<file path="config.mk">
export PLATFORM = sky130hd
export DESIGN_NAME = trap_controller_flat
export DESIGN_NICKNAME = d
export VERILOG_FILES = /design/src/rtl/trap_controller_if.sv /design/src/rtl/trap_controller.sv /design/src/flat_wrapper.sv
export SDC_FILE = /design/constraint.sdc
export NUM_CORES = 1
export LEC_CHECK = 0
export BUFFER_PORTS_ARGS = -buffer_cell sky130_fd_sc_hd__buf_2
export CAP_MARGIN = 10
export CORE_MARGIN = 5
export CORE_UTILIZATION = 29
export CTS_CLUSTER_DIAMETER = 100
export DETAILED_ROUTE_END_ITERATION = 10
export SLEW_MARGIN = 20
export SYNTH_ARGS = -nofsm -noshare
export SYNTH_HDL_FRONTEND = slang
export SYNTH_SLANG_ARGS = --single-unit
</file>
<file path="constraint.sdc">
create_clock -name clk -period 4.1 [get_ports clk]
set_clock_uncertainty 0.15 [all_clocks]
set_input_delay 0.205 -clock clk [delete_from_list [all_inputs] [get_ports clk]]
set_output_delay 0.205 -clock clk [all_outputs]
set_load 0.05 [all_outputs]
</file>
<file path="src/rtl/trap_controller_if.sv">
// Trap controller bus: core-side event/CSR inputs and trap-sequencing outputs.
// The core side uses the master modport; trap_controller uses the slave modport.
interface trap_controller_if;
    logic        exception_i;
    logic [4:0]  exception_code_i;
    logic [31:0] exc_pc_i;
    logic [31:0] exc_tval_i;
    logic [2:0]  irq_i;
    logic [2:0]  irq_en_i;
    logic        mstatus_mie_i;
    logic        mret_i;
    logic [31:0] mtvec_i;
    logic [31:0] mepc_i;
    logic        drain_done_i;

    logic        flush_o;
    logic        csr_we_o;
    logic [31:0] mepc_o;
    logic [31:0] mcause_o;
    logic [31:0] mtval_o;
    logic        mstatus_ret_o;
    logic        redirect_o;
    logic [31:0] redirect_pc_o;
    logic        busy_o;

    modport master (
        output exception_i, exception_code_i, exc_pc_i, exc_tval_i,
        output irq_i, irq_en_i, mstatus_mie_i, mret_i, mtvec_i, mepc_i, drain_done_i,
        input  flush_o, csr_we_o, mepc_o, mcause_o, mtval_o,
        input  mstatus_ret_o, redirect_o, redirect_pc_o, busy_o
    );

    modport slave (
        input  exception_i, exception_code_i, exc_pc_i, exc_tval_i,
        input  irq_i, irq_en_i, mstatus_mie_i, mret_i, mtvec_i, mepc_i, drain_done_i,
        output flush_o, csr_we_o, mepc_o, mcause_o, mtval_o,
        output mstatus_ret_o, redirect_o, redirect_pc_o, busy_o
    );
endinterface

</file>
<file path="src/rtl/trap_controller.sv">
// Machine-mode trap sequencer: exception/interrupt/MRET -> flush -> CSR write -> redirect.
// Define VECTORED_MODE_EN to vector interrupts to base+4*cause when mtvec mode is 01.
module trap_controller (
    input  logic              clk,
    input  logic              reset,
    trap_controller_if.slave  bus
);

    localparam logic [1:0] IDLE     = 2'd0;
    localparam logic [1:0] FLUSH    = 2'd1;
    localparam logic [1:0] CSR_WR   = 2'd2;
    localparam logic [1:0] REDIRECT = 2'd3;

    logic [1:0]  state_q, state_d;
    logic        is_mret_q;
    logic [31:0] mepc_q, mcause_q, mtval_q, redirect_pc_q;

    logic [2:0]  irq_pending;
    logic        irq_take;
    logic [4:0]  irq_cause;
    logic [31:0] trap_base;
    logic [31:0] irq_target;

    assign irq_pending = bus.irq_i & bus.irq_en_i;
    assign irq_take    = (|irq_pending) && bus.mstatus_mie_i;
    assign trap_base   = {bus.mtvec_i[31:2], 2'b00};

    // Fixed priority: external (11) > software (3) > timer (7).
    always_comb begin
        // NOTE: default first so every path assigns irq_cause and no latch is inferred.
        irq_cause = 5'd7;
        if (irq_pending[2])
            irq_cause = 5'd11;
        else if (irq_pending[0])
            irq_cause = 5'd3;
    end

`ifdef VECTORED_MODE_EN
    assign irq_target = (bus.mtvec_i[1:0] == 2'b01)
                        ? trap_base + {25'd0, irq_cause, 2'b00}
                        : trap_base;
`else
    logic unused_mode_bits;
    assign unused_mode_bits = ^bus.mtvec_i[1:0];
    assign irq_target       = trap_base;
`endif

    always_comb begin
        state_d = state_q;
        case (state_q)
            IDLE: begin
                if (bus.exception_i || irq_take)
                    state_d = FLUSH;
                else if (bus.mret_i)
                    state_d = REDIRECT;
            end
            FLUSH:    if (bus.drain_done_i) state_d = CSR_WR;
            CSR_WR:   state_d = REDIRECT;
            REDIRECT: state_d = IDLE;
            default:  state_d = IDLE;
        endcase
    end

    // Events are only sampled in IDLE; the latched data then stays put until the next trap.
    always_ff @(posedge clk) begin
        // NOTE: the CSR data registers are reset too, so a reset leaves every output at 0.
        if (reset) begin
            state_q       <= IDLE;
            is_mret_q     <= 1'b0;
            mepc_q        <= '0;
            mcause_q      <= '0;
            mtval_q       <= '0;
            redirect_pc_q <= '0;
        end else begin
            // NOTE: non-blocking assignments keep all state updates in this edge consistent.
            state_q <= state_d;
            if (state_q == IDLE) begin
                if (bus.exception_i) begin
                    mepc_q        <= bus.exc_pc_i;
                    mcause_q      <= {1'b0, 26'd0, bus.exception_code_i};
                    mtval_q       <= bus.exc_tval_i;
                    redirect_pc_q <= trap_base;
                    is_mret_q     <= 1'b0;
                end else if (irq_take) begin
                    mepc_q        <= bus.exc_pc_i;
                    mcause_q      <= {1'b1, 26'd0, irq_cause};
                    mtval_q       <= '0;
                    redirect_pc_q <= irq_target;
                    is_mret_q     <= 1'b0;
                end else if (bus.mret_i) begin
                    redirect_pc_q <= bus.mepc_i;
                    is_mret_q     <= 1'b1;
                end
            end
        end
    end

    assign bus.flush_o       = (state_q == FLUSH);
    assign bus.csr_we_o      = (state_q == CSR_WR);
    assign bus.redirect_o    = (state_q == REDIRECT);
    assign bus.mstatus_ret_o = (state_q == REDIRECT) && is_mret_q;
    assign bus.busy_o        = (state_q != IDLE);
    assign bus.mepc_o        = mepc_q;
    assign bus.mcause_o      = mcause_q;
    assign bus.mtval_o       = mtval_q;
    assign bus.redirect_pc_o = redirect_pc_q;

endmodule
</file>
<file path="src/flat_wrapper.sv">
// flat-port wrapper written by rule: the top's interface ports become plain ports
module trap_controller_flat 
  (clk, reset, bus_exception_i, bus_exception_code_i, bus_exc_pc_i, bus_exc_tval_i, bus_irq_i, bus_irq_en_i, bus_mstatus_mie_i, bus_mret_i, bus_mtvec_i, bus_mepc_i, bus_drain_done_i, bus_flush_o, bus_csr_we_o, bus_mepc_o, bus_mcause_o, bus_mtval_o, bus_mstatus_ret_o, bus_redirect_o, bus_redirect_pc_o, bus_busy_o);
  trap_controller_if bus_i ();
  input  logic clk;
  input  logic reset;
  input wire logic [$bits(bus_i.exception_i)-1:0] bus_exception_i;
  input wire logic [$bits(bus_i.exception_code_i)-1:0] bus_exception_code_i;
  input wire logic [$bits(bus_i.exc_pc_i)-1:0] bus_exc_pc_i;
  input wire logic [$bits(bus_i.exc_tval_i)-1:0] bus_exc_tval_i;
  input wire logic [$bits(bus_i.irq_i)-1:0] bus_irq_i;
  input wire logic [$bits(bus_i.irq_en_i)-1:0] bus_irq_en_i;
  input wire logic [$bits(bus_i.mstatus_mie_i)-1:0] bus_mstatus_mie_i;
  input wire logic [$bits(bus_i.mret_i)-1:0] bus_mret_i;
  input wire logic [$bits(bus_i.mtvec_i)-1:0] bus_mtvec_i;
  input wire logic [$bits(bus_i.mepc_i)-1:0] bus_mepc_i;
  input wire logic [$bits(bus_i.drain_done_i)-1:0] bus_drain_done_i;
  output wire logic [$bits(bus_i.flush_o)-1:0] bus_flush_o;
  output wire logic [$bits(bus_i.csr_we_o)-1:0] bus_csr_we_o;
  output wire logic [$bits(bus_i.mepc_o)-1:0] bus_mepc_o;
  output wire logic [$bits(bus_i.mcause_o)-1:0] bus_mcause_o;
  output wire logic [$bits(bus_i.mtval_o)-1:0] bus_mtval_o;
  output wire logic [$bits(bus_i.mstatus_ret_o)-1:0] bus_mstatus_ret_o;
  output wire logic [$bits(bus_i.redirect_o)-1:0] bus_redirect_o;
  output wire logic [$bits(bus_i.redirect_pc_o)-1:0] bus_redirect_pc_o;
  output wire logic [$bits(bus_i.busy_o)-1:0] bus_busy_o;
  assign bus_i.exception_i = bus_exception_i;
  assign bus_i.exception_code_i = bus_exception_code_i;
  assign bus_i.exc_pc_i = bus_exc_pc_i;
  assign bus_i.exc_tval_i = bus_exc_tval_i;
  assign bus_i.irq_i = bus_irq_i;
  assign bus_i.irq_en_i = bus_irq_en_i;
  assign bus_i.mstatus_mie_i = bus_mstatus_mie_i;
  assign bus_i.mret_i = bus_mret_i;
  assign bus_i.mtvec_i = bus_mtvec_i;
  assign bus_i.mepc_i = bus_mepc_i;
  assign bus_i.drain_done_i = bus_drain_done_i;
  assign bus_flush_o = bus_i.flush_o;
  assign bus_csr_we_o = bus_i.csr_we_o;
  assign bus_mepc_o = bus_i.mepc_o;
  assign bus_mcause_o = bus_i.mcause_o;
  assign bus_mtval_o = bus_i.mtval_o;
  assign bus_mstatus_ret_o = bus_i.mstatus_ret_o;
  assign bus_redirect_o = bus_i.redirect_o;
  assign bus_redirect_pc_o = bus_i.redirect_pc_o;
  assign bus_busy_o = bus_i.busy_o;
  trap_controller u_core (.clk(clk), .reset(reset), .bus(bus_i));
endmodule
</file>
==> flow_summary.json, run 1 <==
{
  "htree_levels": 3,
  "critPathTopFamily": "buffers and inverters",
  "route.detailed.drc": 0,
  "core_mm2": 0.0157,
  "wl_met1_mm": 6.52,
  "fin_nets": 1013,
  "drtIter0Drc": 203,
  "p_per_area_mw_per_mm2": 698,
  "vias": 5071,
  "cts_root_buffer": "clkbuf_16",
  "pin_count": 278,
  "worst-setup-path-type": "reg -> reg",
  "synth_top_family_by_area": "simple AND/OR/NAND/NOR gates",
  "hold_slack_ns": 0.00328,
  "hp-class": "in -> reg",
  "yosys_warnings": 0,
  "cp_common_cell": "buf_4",
  "worstPathArrival_ns": 2.73,
  "grt_remaining_overflow": 0,
  "fin_crit_sh_pct": 64.1,
  "crit_slowest_cell": "a21oi_2",
  "timing.final.hold_violations": 0,
  "n_fill_cell": 1541,
  "wl_met2_mm": 7.87,
  "synthAdderAreaFrac_pct": 1.37,
  "critPathRequiredTime_ns": 4.20,
  "max_freq_mhz": 380,
  "worst_pin_slew_ns": 1.04,
  "routed_wirelength_mm": 16.3,
  "cts_resized": 0,
  "seq_area_frac_synth_pct": 45.9,
  "irDropWorstVdd_uv": 259,
  "synthMuxAreaShare_pct": 0,
  "final.setup.tns_ns": 0,
  "hpwl_mm": 10.7,
  "syn_area_per_cell_um2": 8.24,
  "ys_seq_elements": 105,
  "grt_start_max_net_pins": 72,
  "ant_nets": 0,
  "die_w_um": 136,
  "rsz0062_at_grt": "no",
  "synth_compound_area_share_pct": 11.1,
  "top_layer": "met4",
  "end_kind": "flip-flop",
  "grt_pass1_vias": 5018,
  "syn_to_final_growth_pct": 53.4,
  "post_cts_buffers": 0,
  "gp_congestion": 0.750,
  "diodes": 0,
  "setup_violations": 0,
  "syn_area_mm2": 0.00458,
  "grt.total_usage_pct": 17.1,
  "relSlewSlack_pct": 30.8,
  "place.port_buffers": 249,
  "dr.pass1.iters": 4,
  "wl_met3_mm": 1.49,
  "std_cell_rows": 46,
  "cp-start-kind": "flip-flop",
  "path_cells": "inv_1 > ha_1 > buf_4 > o31ai_1 > a21oi_2 > buf_4 > nor2_1 > nor4_2",
  "clkTransAtPathRegs_ns": 0.07,
  "synth_xor_area_share_pct": 0,
  "cap_violations": 0,
  "die-area_mm2": 0.0184,
  "synth-simple-area-share_pct": 31.4,
  "finalMaxSlewViolations": 0,
  "critPathMaxStageDelay_ns": 0.50,
  "numCtsBuffers": 9,
  "period_minus_slack_ns": 2.63,
  "vias_per_cell": 4.68,
  "cts.sink_count": 105,
  "antenna_found_initial": 0,
  "drive_gt1_share_pct": 35.8,
  "status": "finished, final reports clean",
  "start_util_pct": 29.2,
  "avgRoutedWirePerCell_um": 15.0,
  "synth_cells": 556,
  "cts_tree": "built",
  "clk_path_buf_depth": 2,
  "worstPathMaxFanout": 43,
  "synth.distinct_cells": 32,
  "clk_latency_ns": 0.35,
  "path_buf_inv": 3,
  "die_h_um": 136,
  "grt_pass1_wl_mm": 25.2,
  "p_leak_nw": 3.18
}
==> worst register-to-register path, cell delays in order (launching register included) <==
cell	delay, ns
dfxtp_1	0.33
inv_1	0.12
ha_1	0.16
buf_4	0.40
o31ai_1	0.17
a21oi_2	0.50
buf_4	0.36
nor2_1	0.08
nor4_2	0.26
==> cells in the final DEF, fill, tap and decap left out, drive strengths merged, types with 6 or more instances in the layout <==
master       Yosys  routed
a21oi           72      72
buf             48     260
clkbuf          26      10
conb             1      26
dfxtp          105     105
dlygate4sd3      0      85
inv              4       6
nand2          100     100
nand3           33      33
nor2            43      43
nor3            66      66
nor4            30      30
==> synthesized netlist by cell type <==
| cell | number | area share, % |
|---|---|---|
| and2_1 | 1 | 0.14 |
| o21a_1 | 1 | 0.16 |
| nand2b_1 | 3 | 0.41 |
| o21ai_0 | 1 | 0.11 |
| nor2_1 | 43 | 3.5 |
| dfxtp_1 | 105 | 46 |
| a211oi_1 | 4 | 0.66 |
| clkbuf_1 | 26 | 2.1 |
| buf_6 | 5 | 1.2 |
| o21ai_2 | 1 | 0.19 |
| ha_1 | 5 | 1.4 |
| buf_2 | 10 | 1.1 |
| a21o_1 | 1 | 0.16 |
| conb_1 | 1 | 0.082 |
| a21oi_2 | 3 | 0.57 |
| o22ai_2 | 1 | 0.27 |
| a2111o_1 | 1 | 0.25 |
| o31ai_1 | 2 | 0.33 |
| nor3_1 | 66 | 7.2 |
| nor4_1 | 2 | 0.27 |
| a21boi_1 | 1 | 0.16 |
| o32ai_1 | 1 | 0.19 |
| nand2_1 | 100 | 8.2 |
| or4_1 | 1 | 0.16 |
| a22o_1 | 1 | 0.19 |
| a21oi_1 | 69 | 7.5 |
| nand3_1 | 33 | 3.6 |
| nand4_1 | 2 | 0.27 |
| a22oi_2 | 1 | 0.27 |
| inv_1 | 4 | 0.33 |
| nor4_2 | 28 | 7.6 |
| buf_4 | 33 | 5.4 |
==> through the flow <==
step	worst slack (ns)	total power, mW	util [%]	instances	area [um2]
after floorplan	2.06	3.41	-	581	4680
after global placement	1.32	3.94	37.1	982	5840
after detailed placement	1.33	3.95	37.1	982	5840
after CTS	1.32	4.93	44.6	1083	7000
after global routing	1.16	5.20	44.7	1084	7030
final	1.47	4.91	44.7	1084	7030
==> layer usage <==
metal  GRT usage [%]  up-vias
met5               0        -
met4            6.89        0
met3            4.75       28
met2            29.4      242
met1            20.0     2338
li1                -     2463
==> registers in the layout, indices dropped and copies added (netlist names) <==
register / cells
u_core.state_q: 2
u_core.bus.mtval_o: 32
u_core.is_mret_q: 1
u_core.bus.mepc_o: 32
u_core.bus.mcause_o: 6
u_core.bus.redirect_pc_o: 32
==> power by group <==
group	switching (mW)	total [mW]	internal, mW
clock	0.412	0.910	0.498
combinational	1.92	2.60	0.682
sequential	0.120	1.40	1.28
total	2.45	4.91	2.46
==> area by class of cell <==
cell class	instances	area (um2)	share of cell area (%)
clock inverters	6	73.8	1.05
multi-input cells	398	2130	30.2
well taps	216	270	3.85
clock buffers	10	239	3.40
flip-flops and latches	105	2100	29.9
inverters	4	15.0	0.214
repair buffers	345	2200	31.3
==> kinds of logic after synthesis <==
| family | count (synthesis) |
|---|---|
| other | 1 |
| AND/OR/NAND/NOR | 279 |
| adder cells (fa/ha/maj) | 5 |
| AO/OA/AOI/OAI | 88 |
| buffers and inverters | 78 |
| flip-flops | 105 |
==> repair_timing <==
item,in CTS,in global routing
endpoints found under the hold margin,85,0
endpoints found under the setup margin,0,0
hold buffers,85,0
==> worst paths after layout <==
kind                            depth (start not counted)                           startpoint  slack [ns]                                         to
worst max register to register                          8       u_core.state_q[0]$_SDFFE_PP0P_        1.47  u_core.bus.redirect_pc_o[11]$_SDFFE_PP0P_
worst max-delay path                                    8       u_core.state_q[0]$_SDFFE_PP0P_        1.47  u_core.bus.redirect_pc_o[11]$_SDFFE_PP0P_
worst min register to register                          2  u_core.bus.mcause_o[4]$_SDFFE_PP0P_        0.30        u_core.bus.mcause_o[4]$_SDFFE_PP0P_
worst min-delay path                                    3                       bus_mepc_i[25]       0.003  u_core.bus.redirect_pc_o[25]$_SDFFE_PP0P_
No activity file was read; power rests on OpenSTA's default activity.
==> run 2, diff against run 1 <==
ABC_AREA = 1   (was default)
clock period = 2.3 ns   (was 4.1 ns; I/O delays follow)
==> flow_summary.json, run 2 <==
{
  "vias": 5463,
  "syn_to_final_growth_pct": 63.2,
  "period_minus_slack_ns": 2.15,
  "cap_violations": 0,
  "seqCellArea_mm2": 0.00210,
  "async_flop_share_pct": 0,
  "netSwitchingPower_mw": 4.23,
  "critPathRequiredTime_ns": 2.43,
  "synth-edff-count": 0,
  "setup_violations": 0,
  "place.port_buffers": 249,
  "drive_gt1_share_pct": 26.8,
  "crit_slowest_cell": "dlygate4sd3_1",
  "yosysTopAreaCellShare_pct": 44.3,
  "synth.largest_area_cell": "dfxtp_1",
  "path_buf_inv": 3,
  "avgRoutedWirePerCell_um": 13.0,
  "final.setup.tns_ns": 0,
  "grt_start_max_net_pins": 62,
  "cts.sink_count": 105,
  "final_util_pct": 48.4,
  "worstPathMaxFanout": 34,
  "seqPwrFrac_pct": 28.9,
  "ys_top_cells_by_area": "dfxtp_1 44%, nand2_1 20%, a21oi_1 7.7%",
  "worst-setup-path-type": "reg -> reg",
  "grt.total_usage_pct": 16.7,
  "start_util_pct": 29.7,
  "grt_pass1_vias": 5204,
  "gp_congestion": 0.765,
  "routed_wirelength_mm": 16.7,
  "finalMaxSlewViolations": 0,
  "die-area_mm2": 0.0190,
  "core_mm2": 0.0160,
  "fin_cells": 1278,
  "yosysMostFrequentCell": "nand2_1",
  "synth_cells": 689,
  "syn_area_mm2": 0.00475,
  "htree_levels": 3,
  "n_fill_cell": 1609,
  "max_freq_mhz": 464,
  "fin_nets": 1207,
  "cts_tree": "built",
  "finalInstanceArea_mm2": 0.00775,
  "switching_share_pct": 49.0,
  "ant_nets": 0,
  "clk_path_buf_depth": 2,
  "cts_root_buffer": "clkbuf_16",
  "yosys_warnings": 0,
  "std_cell_rows": 46,
  "p_leak_nw": 3.97,
  "fin_crit_sh_pct": 93.7,
  "postPlaceCellArea_mm2": 0.00603,
  "power_frac_clock_pct": 18.3,
  "status": "finished, final reports clean",
  "layout_commonest_cell": "buf_2",
  "syn_area_per_cell_um2": 6.89,
  "critPathMaxStageDelay_ns": 0.56,
  "dr.pass1.iters": 4,
  "die_w_um": 138,
  "timing.final.hold_violations": 0,
  "relSlewSlack_pct": 55.6,
  "synthFlopType": "dfxtp_1",
  "worst_pin_slew_ns": 0.665,
  "drtIter0Drc": 185,
  "path_cells": "inv_1 > ha_2 > buf_6 > nand3_1 > a21oi_1 > dlygate4sd3_1",
  "synth.distinct_cells": 18,
  "vias_per_cell": 4.27,
  "p_per_area_mw_per_mm2": 1110,
  "synthTopCellsByCount": "247 x nand2_1, 105 x dfxtp_1, 73 x a21oi_1, 69 x nand3_1, 69 x nor2_1",
  "numCtsBuffers": 9,
  "cp-start-kind": "flip-flop",
  "end_kind": "flip-flop",
  "antenna_found_initial": 0,
  "rsz0062_at_grt": "no",
  "place_inst": 1121,
  "diodes": 0,
  "layout_common_cells": "249 x buf_2, 246 x nand2_1, 141 x dlygate4sd3_1",
  "intPower_mw": 4.40,
  "route.detailed.drc": 0,
  "worstPathArrival_ns": 2.29,
  "pin_count": 278,
  "power_frac_comb_pct": 52.8,
  "die_h_um": 138,
  "clk_latency_ns": 0.34,
  "critPathTopFamily": "buffers and inverters",
  "hp-class": "in -> reg",
  "grt_remaining_overflow": 0,
  "clkTransAtPathRegs_ns": 0.07,
  "grt_pass1_wl_mm": 25.3,
  "seq_area_frac_synth_pct": 44.3,
  "irDropWorstVdd_uv": 442,
  "multiInputGateArea_mm2": 0.00211,
  "hpwl_mm": 10.8,
  "ys_seq_elements": 105
}
-- run 2: cell count changes after synthesis, moves of 3 or more --
cell / before / now
buf_2: 10 / 18
buf_4: 33 / 29
nor4_2: 28 / 0
nand2b_1: 3 / 0
nand2_1: 100 / 247
nor2_1: 43 / 69
a21oi_1: 69 / 73
a21oi_2: 3 / 0
clkbuf_1: 26 / 13
nand3_1: 33 / 69
a211oi_1: 4 / 0
buf_6: 5 / 11
inv_1: 4 / 39
nor3_1: 66 / 0
-- run 2: what timing repair did --
action	in CTS	in global routing
hold buffers	141	0
setup buffers	0	0
resized for setup	0	1
setup endpoints to repair	0	8
endpoints found under the hold margin	103	0
-- run 2: worst paths after layout --
check	from	endpoint	slack [ns]	cells past startpoint
setup reg to reg	u_core.state_q[0]$_SDFFE_PP0P_	u_core.bus.mepc_o[8]$_SDFFE_PP0P_	0.15	6
hold / removal	bus_exception_code_i[2]	u_core.bus.mcause_o[2]$_SDFFE_PP0P_	0.01	5
setup / recovery	u_core.state_q[0]$_SDFFE_PP0P_	u_core.bus.mepc_o[8]$_SDFFE_PP0P_	0.15	6
hold reg to reg	u_core.bus.mcause_o[31]$_SDFFE_PP0P_	u_core.bus.mcause_o[31]$_SDFFE_PP0P_	0.30	2
-- run 2: kinds of logic (layout without fill, tap and decap cells) --
kind of cell,after synthesis,in the layout,share of synthesized area (%)
other,1,26,0.0790
buffers and inverters,113,461,13.4
adder cells (fa/ha/maj),5,5,1.32
flip-flops,105,105,44.3
AND/OR/NAND/NOR,389,389,32.9
AO/OA/AOI/OAI,76,76,8.01
-- run 2: layout make-up --
type	count	share of cell area [%]
clock inverters	7	1.02
flip-flops and latches	105	27.1
clock buffers	9	2.91
inverters	42	2.03
repair buffers	403	36.2
well taps	216	3.49
multi-input cells	496	27.2
-- run 2: power groups by stage --
stage / clock, mW / sequential [mW] / combinational, mW
finish: 1.58 / 2.49 / 4.56
global route: 1.72 / 2.55 / 4.95
CTS: 1.65 / 2.49 / 4.59
detailed placement: 0 / 2.53 / 4.32
global placement: 0 / 2.52 / 4.32
floorplan: 0 / 4.05 / 1.87
-- run 2: metrics by stage --
stage | total power [mW] | worst slack (ns) | hold WS, ns
3_3_place_gp | 6.84 | 0.379 | 0.215
2_1_floorplan | 5.92 | 0.603 | 0.112
6_report | 8.63 | 0.145 | 0.0131
5_1_grt | 9.23 | 0.00110 | 0.0574
4_1_cts | 8.73 | 0.0374 | 0.00458
3_5_place_dp | 6.85 | 0.338 | 0.223
-- run 2: worst min-delay path, stage by stage --
cell     delay, ns
buf_2         0.09
nand2_1       0.06
nand2_1       0.05
nand3_1       0.07
a21oi_1       0.06
-- run 2: metal layers --
metal | wire length (um) | part of all wire (%) | vias up | global-route usage (%)
li1 | - | - | 2832 | -
met1 | 6580 | 39 | 2417 | 18.6
met4 | 510 | 3.1 | 0 | 7.24
met2 | 8380 | 50 | 181 | 30.4
met5 | 0 | 0 | - | 0
met3 | 1190 | 7.1 | 33 | 3.63
